<file path="src/rtl/read_burst_tracker_if.sv">
// Bus bundle for the read-return tracker: issue side, DIMM data bus,
// assembled-line response stream and status outputs.
interface read_burst_tracker_if #(
  parameter int DATA_W    = 64,
  parameter int TAG_W     = 4,
  parameter int BURST_LEN = 8,
  parameter int DEPTH     = 16
);
  localparam int OUT_W = $clog2(DEPTH) + 1;

  logic                          issue_valid_in;
  logic [TAG_W-1:0]              issue_tag_in;
  logic                          issue_ready_out;
  logic [DATA_W-1:0]             dq_in;
  logic                          bursting_out;
  logic                          resp_valid_out;
  logic                          resp_ready_in;
  logic [TAG_W-1:0]              resp_tag_out;
  logic [BURST_LEN*DATA_W-1:0]   resp_data_out;
  logic [OUT_W-1:0]              outstanding_out;
  logic                          overflow_err_out;

  // Tracker side
  modport slave (
    input  issue_valid_in, issue_tag_in, dq_in, resp_ready_in,
    output issue_ready_out, bursting_out, resp_valid_out, resp_tag_out,
           resp_data_out, outstanding_out, overflow_err_out
  );

  // Controller / consumer side
  modport master (
    output issue_valid_in, issue_tag_in, dq_in, resp_ready_in,
    input  issue_ready_out, bursting_out, resp_valid_out, resp_tag_out,
           resp_data_out, outstanding_out, overflow_err_out
  );
endinterface

</file>
<file path="src/rtl/read_burst_tracker.sv">
// DDR4 read-return tracker. Each accepted READ is timestamped with a free
// running cycle counter; BURST_LEN beats are sampled from the data bus
// starting CAS_LATENCY edges after issue and the assembled line is queued
// in a small output FIFO with valid/ready backpressure. Issues are spaced
// at least BURST_LEN edges apart, so bursts never overlap and only the
// tracker head can be bursting. DEPTH and OUT_DEPTH must be powers of two
// and at least 2.
module read_burst_tracker #(
  parameter int CAS_LATENCY = 22,
  parameter int BURST_LEN   = 8,
  parameter int DATA_W      = 64,
  parameter int DEPTH       = 16,
  parameter int TAG_W       = 4,
  parameter int OUT_DEPTH   = 2,
  parameter int CNT_W       = 32
) (
  input logic             clk_in,
  input logic             rst_in,
  read_burst_tracker_if.slave bus
);
  localparam int AW     = $clog2(DEPTH);
  localparam int OAW    = $clog2(OUT_DEPTH);
  localparam int BW     = $clog2(BURST_LEN);
  localparam int GW     = $clog2(BURST_LEN + 1);
  localparam int LINE_W = BURST_LEN * DATA_W;

  localparam logic [CNT_W-1:0] FIRST_AGE = CNT_W'(CAS_LATENCY);
  localparam logic [CNT_W-1:0] LAST_AGE  = CNT_W'(CAS_LATENCY + BURST_LEN - 1);
  localparam logic [CNT_W-1:0] CNT_ONE   = CNT_W'(1);
  localparam logic [GW-1:0]    GAP_FULL  = GW'(BURST_LEN);
  localparam logic [GW-1:0]    GAP_ONE   = GW'(1);
  localparam logic [AW:0]      TRK_FULL  = (AW+1)'(DEPTH);
  localparam logic [AW:0]      TRK_ONE   = (AW+1)'(1);
  localparam logic [OAW:0]     OUT_FULL  = (OAW+1)'(OUT_DEPTH);
  localparam logic [OAW:0]     OUT_ONE   = (OAW+1)'(1);

  // Control state (reset)
  logic [CNT_W-1:0] cyc_q;
  logic [GW-1:0]    gap_q, gap_d;
  logic [AW:0]      trk_wr_q, trk_rd_q;
  logic [OAW:0]     out_wr_q, out_rd_q;
  logic             ovf_q;

  // Data storage (no reset: always written before it can be observed)
  logic [TAG_W-1:0]                  trk_tag_mem [DEPTH];
  logic [CNT_W-1:0]                  trk_ts_mem  [DEPTH];
  logic [BURST_LEN-1:0][DATA_W-1:0]  line_q, line_d;
  logic [TAG_W-1:0]                  out_tag_mem  [OUT_DEPTH];
  logic [LINE_W-1:0]                 out_data_mem [OUT_DEPTH];

  logic [AW:0]      trk_cnt;
  logic             trk_empty, trk_full;
  logic [CNT_W-1:0] head_ts, age;
  logic [TAG_W-1:0] head_tag;
  logic [BW-1:0]    beat;
  logic             burst, last_beat;
  logic             issue_ready, accept;
  logic [OAW:0]     out_cnt;
  logic             out_empty, out_full;
  logic             resp_valid, resp_pop, out_push, line_drop;

  // Tracker occupancy and head age; age is modular so counter wrap is harmless
  assign trk_cnt   = trk_wr_q - trk_rd_q;
  assign trk_empty = (trk_cnt == '0);
  assign trk_full  = (trk_cnt == TRK_FULL);
  assign head_ts   = trk_ts_mem[trk_rd_q[AW-1:0]];
  assign head_tag  = trk_tag_mem[trk_rd_q[AW-1:0]];
  assign age       = cyc_q - head_ts;
  assign burst     = !trk_empty && (age >= FIRST_AGE) && (age <= LAST_AGE);
  assign beat      = BW'(age - FIRST_AGE);
  assign last_beat = burst && (age == LAST_AGE);

  assign issue_ready = !trk_full && (gap_q == GAP_FULL);
  assign accept      = bus.issue_valid_in && issue_ready;

  // Output FIFO; a pop on the completion edge frees the slot for the new line
  assign out_cnt    = out_wr_q - out_rd_q;
  assign out_empty  = (out_cnt == '0);
  assign out_full   = (out_cnt == OUT_FULL);
  assign resp_valid = !out_empty;
  assign resp_pop   = resp_valid && bus.resp_ready_in;
  assign out_push   = last_beat && (!out_full || resp_pop);
  assign line_drop  = last_beat && out_full && !resp_pop;

  assign bus.issue_ready_out  = issue_ready;
  assign bus.bursting_out     = burst;
  assign bus.resp_valid_out   = resp_valid;
  // Head contents are masked when empty so the idle/reset value is zero
  assign bus.resp_tag_out     = resp_valid ? out_tag_mem[out_rd_q[OAW-1:0]]  : '0;
  assign bus.resp_data_out    = resp_valid ? out_data_mem[out_rd_q[OAW-1:0]] : '0;
  assign bus.outstanding_out  = trk_cnt;
  assign bus.overflow_err_out = ovf_q;

  // Merge the beat on the bus into the line being assembled
  always_comb begin
    line_d = line_q;
    if (burst) begin
      line_d[beat] = bus.dq_in;
    end
  end

  // Issue spacing: restart on accept, otherwise count up to BURST_LEN
  always_comb begin
    gap_d = gap_q;
    if (accept) begin
      gap_d = GAP_ONE;
    end else if (gap_q != GAP_FULL) begin
      gap_d = gap_q + GAP_ONE;
    end
  end

  // Control registers: counter, spacing, FIFO pointers, sticky overflow
  always_ff @(posedge clk_in or posedge rst_in) begin
    if (rst_in) begin
      cyc_q    <= '0;
      gap_q    <= GAP_FULL;
      trk_wr_q <= '0;
      trk_rd_q <= '0;
      out_wr_q <= '0;
      out_rd_q <= '0;
      ovf_q    <= 1'b0;
    end else begin
      cyc_q <= cyc_q + CNT_ONE;
      gap_q <= gap_d;
      if (accept)    trk_wr_q <= trk_wr_q + TRK_ONE;
      if (last_beat) trk_rd_q <= trk_rd_q + TRK_ONE;
      if (out_push)  out_wr_q <= out_wr_q + OUT_ONE;
      if (resp_pop)  out_rd_q <= out_rd_q + OUT_ONE;
      if (line_drop) ovf_q    <= 1'b1;
    end
  end

  // Data path: request records, line assembly and completed-line storage.
  // A stale partial line left by reset is never seen: the next burst
  // rewrites every beat before its line is pushed.
  always_ff @(posedge clk_in) begin
    if (accept) begin
      trk_tag_mem[trk_wr_q[AW-1:0]] <= bus.issue_tag_in;
      trk_ts_mem[trk_wr_q[AW-1:0]]  <= cyc_q;
    end
    line_q <= line_d;
    if (out_push) begin
      out_tag_mem[out_wr_q[OAW-1:0]]  <= head_tag;
      out_data_mem[out_wr_q[OAW-1:0]] <= line_d;
    end
  end
endmodule

</file>
<file path="src/flat_wrapper.sv">
// flat-port wrapper written by rule: the top's interface ports become plain ports
module read_burst_tracker_flat 
#(
  parameter int CAS_LATENCY = 22,
  parameter int BURST_LEN   = 8,
  parameter int DATA_W      = 64,
  parameter int DEPTH       = 16,
  parameter int TAG_W       = 4,
  parameter int OUT_DEPTH   = 2,
  parameter int CNT_W       = 32
)
  (clk_in, rst_in, bus_issue_valid_in, bus_issue_tag_in, bus_dq_in, bus_resp_ready_in, bus_issue_ready_out, bus_bursting_out, bus_resp_valid_out, bus_resp_tag_out, bus_resp_data_out, bus_outstanding_out, bus_overflow_err_out);
  read_burst_tracker_if #(.DATA_W(DATA_W), .TAG_W(TAG_W), .BURST_LEN(BURST_LEN), .DEPTH(DEPTH)) bus_i ();
  input logic clk_in;
  input logic rst_in;
  input wire logic [$bits(bus_i.issue_valid_in)-1:0] bus_issue_valid_in;
  input wire logic [$bits(bus_i.issue_tag_in)-1:0] bus_issue_tag_in;
  input wire logic [$bits(bus_i.dq_in)-1:0] bus_dq_in;
  input wire logic [$bits(bus_i.resp_ready_in)-1:0] bus_resp_ready_in;
  output wire logic [$bits(bus_i.issue_ready_out)-1:0] bus_issue_ready_out;
  output wire logic [$bits(bus_i.bursting_out)-1:0] bus_bursting_out;
  output wire logic [$bits(bus_i.resp_valid_out)-1:0] bus_resp_valid_out;
  output wire logic [$bits(bus_i.resp_tag_out)-1:0] bus_resp_tag_out;
  output wire logic [$bits(bus_i.resp_data_out)-1:0] bus_resp_data_out;
  output wire logic [$bits(bus_i.outstanding_out)-1:0] bus_outstanding_out;
  output wire logic [$bits(bus_i.overflow_err_out)-1:0] bus_overflow_err_out;
  assign bus_i.issue_valid_in = bus_issue_valid_in;
  assign bus_i.issue_tag_in = bus_issue_tag_in;
  assign bus_i.dq_in = bus_dq_in;
  assign bus_i.resp_ready_in = bus_resp_ready_in;
  assign bus_issue_ready_out = bus_i.issue_ready_out;
  assign bus_bursting_out = bus_i.bursting_out;
  assign bus_resp_valid_out = bus_i.resp_valid_out;
  assign bus_resp_tag_out = bus_i.resp_tag_out;
  assign bus_resp_data_out = bus_i.resp_data_out;
  assign bus_outstanding_out = bus_i.outstanding_out;
  assign bus_overflow_err_out = bus_i.overflow_err_out;
  read_burst_tracker #(.CAS_LATENCY(CAS_LATENCY), .BURST_LEN(BURST_LEN), .DATA_W(DATA_W), .DEPTH(DEPTH), .TAG_W(TAG_W), .OUT_DEPTH(OUT_DEPTH), .CNT_W(CNT_W)) u_core (.clk_in(clk_in), .rst_in(rst_in), .bus(bus_i));
endmodule
</file>
<file path="config.mk">
export PLATFORM = sky130hd
export DESIGN_NAME = read_burst_tracker_flat
export DESIGN_NICKNAME = d
export VERILOG_FILES = /design/src/rtl/read_burst_tracker_if.sv /design/src/rtl/read_burst_tracker.sv /design/src/flat_wrapper.sv
export SDC_FILE = /design/constraint.sdc
export NUM_CORES = 2
export LEC_CHECK = 0
export BUFFER_PORTS_ARGS = -buffer_cell sky130_fd_sc_hd__buf_4
export CAP_MARGIN = 20
export CORE_MARGIN = 5
export CORE_UTILIZATION = 40
export DETAILED_ROUTE_END_ITERATION = 10
export PLACE_DENSITY_LB_ADDON = 0.12
export SETUP_SLACK_MARGIN = 0.05
export SYNTH_ARGS = -nofsm -noshare
export SYNTH_HDL_FRONTEND = slang
export SYNTH_SLANG_ARGS = --single-unit
</file>
<file path="constraint.sdc">
create_clock -name clk_in -period 43.6 [get_ports clk_in]
set_input_delay 8.72 -clock clk_in [delete_from_list [all_inputs] [get_ports clk_in]]
set_output_delay 8.72 -clock clk_in [all_outputs]
set_load 0.05 [all_outputs]
</file>
==> metrics.log <==
[metrics] Resized Gates After CTS: 0
[metrics] cts hold-fix bufs: 0
[metrics] area of the die: 0.214 sq mm
[metrics] power per cell area: 58.9 mW/mm^2
[metrics] worst slack at placement: about 27 ns
[metrics] sequential element share of the synthesized area: 73.0%
[metrics] arrival time of the worst setup path: about 8.2 ns
[metrics] skew final: 0.0450 ns
[metrics] most used cell, CP: sky130_fd_sc_hd__buf_4
[metrics] vias in the first global route: 43100
[metrics] asr flop ratio synth: under 10%
[metrics] number of max-cap violations: 0
[metrics] vertical die dimension: ~460 microns
[metrics] RSZ-0062 raised after global routing: no
[metrics] hold path depth: 1
[metrics] CTS root buffer: sky130_fd_sc_hd__clkbuf_16
[metrics] cells traversed along the worst timing path: buf_4 > buf_4 > mux4_2 > mux4_2 > inv_1 > ha_1 > a21oi_1 > o21ai_1 > a32o_1 > or4_1 > a2111oi_0 > nand4_1 > nor4_1 > nand4_1 > nor3_1 > buf_4
[metrics] fin crit share: around two fifths
[metrics] fin nets: about 5500
[metrics] slack of the worst reg-to-reg path: 32.65 ns
[metrics] initial antenna violation count: 5
[metrics] violation count after the first detailed-routing iteration: roughly 2700
[metrics] maximum clock frequency: 0.0590 GHz
[metrics] overall die width: roughly 460 microns
[metrics] depth of the worst register-to-register path: 20
[metrics] Placeable Area: 0.204 sq mm
[metrics] leak pwr: 0.0380 uW
[metrics] total clock buffers created by CTS: 218
[metrics] met3 wirelength from detailed routing: 8500 microns
[metrics] number of search-and-repair iterations in the first detailed-routing pass: 7
[metrics] Placement Rows: approximately 170
[metrics] distinct cell type count of the synthesized netlist: 86
[metrics] worst min-delay path class: flip-flop to flip-flop
[metrics] fraction of layout cells with a size suffix above 1: 30.5%
[metrics] Hold Violations, Final: 0
[metrics] maximum fanout encountered on the critical timing path: 40
[metrics] routed length per instance: roughly 26 microns
[metrics] Overall Global Routing Usage: 19.2%
[metrics] result of the run: finished clean
[metrics] P&R area growth vs syn: 17.6%
[metrics] number of post-CTS setup repair buffers: 0
[metrics] routed wire length on met2: 103000 microns
[metrics] Startpoint Class: flip-flop
[metrics] Avg Vias per Cell: 5.12
[metrics] synthesized flop and latch total: 2171
[metrics] Hold Path Sink: u_core.line_q[219]
[metrics] number of levels the H-tree was split into: 4
[metrics] total power consumption of the routed design: around 5700 uW
[metrics] number of standard cells after synthesis: between 4000 and 5000
[metrics] first-pass GRT wire length: 305000 microns
[metrics] worst flop-to-flop path endpoint: u_core.out_data_mem[1][224]
[metrics] worst slew pin tran: 1.44 ns
[metrics] post-synthesis average cell area: ~17 sq um
[metrics] Starting Density: 40.1%
[metrics] clock sink count: 2171
[metrics] total routed wirelength: 210000 microns
[metrics] TritonCTS clock tree: yes
[metrics] final-layout setup total negative slack: 0 ns
[metrics] top layer in use: met5
[metrics] buffer depth of the longest clock path: 3
[metrics] smallest setup slack after layout: 26.65 ns
[metrics] capturing element type of the critical path: output pin
[metrics] total number of vias: between 40000 and 50000
[metrics] DRC errors left: 0
[metrics] Port Buffers: 596
[metrics] Hold Crit Start: u_core.line_q[219]
[metrics] Primary FF master, synth: sky130_fd_sc_hd__edfxtp_1
[metrics] startpoint of the lowest-slack register-to-register path: u_core.trk_rd_q[0]
[metrics] wire length the detailed router placed on met1: around 93000 microns
[metrics] number of slew-limit violations in the final report: 0
[metrics] Crit Path Class: flip-flop to output pin
[metrics] final weighted congestion of routability-driven global placement: ~0.79
[metrics] maximum number of pins on one net before global-route repair: 192
[metrics] count of synthesis-stage warnings from yosys: 0
[metrics] DP Wirelength: 126000 microns
[metrics] total of endpoints with negative setup slack in the final report: 0
[metrics] EDFF count, synth: 1608
[metrics] stage delay of the slowest cell on the critical path: 0.86 ns
[metrics] Post-Synthesis Net Count: 4835
[metrics] Worst-path clk slew: 0.06 ns
[metrics] worst ir drop on vdd: 0.0435 mV
[metrics] number of antenna-violating nets in the routed design: 0
[metrics] Slew Limit Headroom: 4.04%
[metrics] final global-route overflow total: 0
[metrics] ports placed on the boundary: 597
[metrics] Post-Synthesis Cell Area: 0.0819 sq mm
[metrics] clk_lat worst skew: 0.86 ns
[metrics] final worst path period need: ~17 ns
[metrics] standard cell with the maximum stage delay on the critical path: sky130_fd_sc_hd__dfrtp_4
[metrics] required time reported for the critical path endpoint: ~35 ns
area by class of cell:
| cell class | count | area, sq um |
|---|---|---|
| diodes | 2 | 5.00 |
| clock buffers | 335 | 6260 |
| clock inverters | 74 | 701 |
| fillers | 17600 | 108000 |
| inverters | 52 | 195 |
| multi-input cells | 2262 | 21000 |
| flip-flops and latches | 2171 | 59800 |
| well taps | 2688 | 3360 |
| repair buffers | 652 | 4940 |
flip-flops by register name (all words and copies together), names as in the netlist:
signal,count
u_core.trk_ts_mem,512
u_core.trk_tag_mem,64
u_core.out_data_mem,1024
u_core.gap_q,4
u_core.bus.overflow_err_out,1
u_core.line_q,512
u_core.trk_wr_q,5
u_core.trk_rd_q,5
u_core.out_wr_q,2
u_core.cyc_q,32
u_core.out_tag_mem,8
u_core.out_rd_q,2
synth_stat cells, types with 4 or more instances:
master / count / area, sq um
sky130_fd_sc_hd__and2_1: 22 / 138
sky130_fd_sc_hd__o21ai_0: 22 / 110
sky130_fd_sc_hd__edfxtp_1: 1608 / 48300
sky130_fd_sc_hd__mux4_2: 179 / 4030
sky130_fd_sc_hd__or4_1: 5 / 37.5
sky130_fd_sc_hd__mux2_2: 442 / 4980
sky130_fd_sc_hd__and3_1: 15 / 93.8
sky130_fd_sc_hd__o211ai_1: 7 / 52.6
sky130_fd_sc_hd__buf_6: 7 / 78.8
sky130_fd_sc_hd__mux2_4: 60 / 901
sky130_fd_sc_hd__a21o_1: 12 / 90.1
sky130_fd_sc_hd__or3_1: 10 / 62.6
sky130_fd_sc_hd__a31oi_1: 4 / 25.0
sky130_fd_sc_hd__clkbuf_1: 159 / 597
sky130_fd_sc_hd__o22ai_1: 4 / 25.0
sky130_fd_sc_hd__mux2_1: 14 / 158
sky130_fd_sc_hd__inv_1: 51 / 191
sky130_fd_sc_hd__nor3_1: 19 / 95.1
sky130_fd_sc_hd__mux2i_1: 520 / 5200
sky130_fd_sc_hd__dfrtp_1: 50 / 1250
sky130_fd_sc_hd__o2111ai_1: 5 / 43.8
sky130_fd_sc_hd__o21ai_1: 6 / 30.0
sky130_fd_sc_hd__nor4_1: 10 / 62.6
sky130_fd_sc_hd__a211oi_1: 7 / 52.6
sky130_fd_sc_hd__ha_1: 44 / 551
sky130_fd_sc_hd__o21bai_1: 7 / 52.6
sky130_fd_sc_hd__o21a_1: 9 / 67.6
sky130_fd_sc_hd__a211o_1: 4 / 35.0
sky130_fd_sc_hd__nand2_1: 68 / 255
sky130_fd_sc_hd__nor2_1: 554 / 2080
sky130_fd_sc_hd__a21oi_1: 34 / 170
sky130_fd_sc_hd__nor3_4: 4 / 65.1
sky130_fd_sc_hd__nand3_1: 23 / 115
sky130_fd_sc_hd__nand4_1: 24 / 150
sky130_fd_sc_hd__buf_1: 19 / 71.3
sky130_fd_sc_hd__xnor2_1: 40 / 350
sky130_fd_sc_hd__xor2_1: 20 / 175
sky130_fd_sc_hd__dfxtp_1: 512 / 10200
sky130_fd_sc_hd__buf_2: 44 / 220
worst max-delay path by stage:
| stage | from | endpoint |
|---|---|---|
| after floorplan | bus_resp_ready_in | u_core.out_data_mem[1][0] |
| after global placement | u_core.trk_rd_q[0] | bus_bursting_out |
| after detailed placement | u_core.trk_rd_q[0] | bus_bursting_out |
| after CTS | u_core.trk_rd_q[0] | bus_bursting_out |
| after global routing | u_core.trk_rd_q[0] | bus_bursting_out |
| final | u_core.trk_rd_q[0] | bus_bursting_out |
metrics by stage:
step                      std cells  cell area, sq um  hold WS [ns]  util, %
after global routing           8236             96300         0.484     47.2
after floorplan                4717             81900         0.444        -
after CTS                      8234             96300         0.477     47.2
after detailed placement       7825             89300         0.462     43.8
final                          8236             96300         0.477     47.2
after global placement         7825             89300         0.454     43.8
layer usage:
metal | GRT usage, % | up-vias
met5 | 0 | -
met4 | 5.62 | 4
met3 | 3.30 | 259
met2 | 32.2 | 877
met1 | 25.8 | 21900
li1 | - | 19200
worst max-delay path, delay by kind of cell, from the launching register on:
family	cells	cell delay, ns
AND/OR/NAND/NOR	5	1.81
AO/OA/AOI/OAI	4	1.26
adder cells (fa/ha/maj)	1	0.36
multiplexers	2	1.11
buffers and inverters	4	1.90
flip-flops	1	0.86
cells by family (layout without fill, tap and decap cells):
| family | after synthesis | in the layout | synth area share (%) |
|---|---|---|---|
| flip-flops | 2171 | 2171 | 73.0 |
| multiplexers | 1215 | 1215 | 18.6 |
| AND/OR/NAND/NOR | 784 | 784 | 4.16 |
| buffers and inverters | 284 | 1113 | 1.44 |
| AO/OA/AOI/OAI | 157 | 157 | 1.38 |
| XOR/XNOR | 60 | 60 | 0.642 |
| adder cells (fa/ha/maj) | 46 | 46 | 0.721 |
| other | 0 | 2 | 0 |
layout by cell type (no fill, tap or decap), drive strengths merged, types with 24 or more instances in the layout:
master  netlist  layout
buf          72     652
dfxtp       512     512
edfxtp     1608    1608
xnor2        40      40
ha           44      44
mux4        179     179
nand4        25      25
clkinv        0      55
nand2        68      68
dfrtp        50      50
nand3        24      24
mux2i       520     520
a21oi        35      35
clkbuf      160     335
mux2        516     516
nor2        556     556
o21ai        29      29
inv          52      63
where the power goes:
part	internal (uW)	switching (uW)
clock	1030	777
sequential	2220	23.0
combinational	437	1180
total	3690	1980
Note: power is estimated with default switching activity, not from simulation.
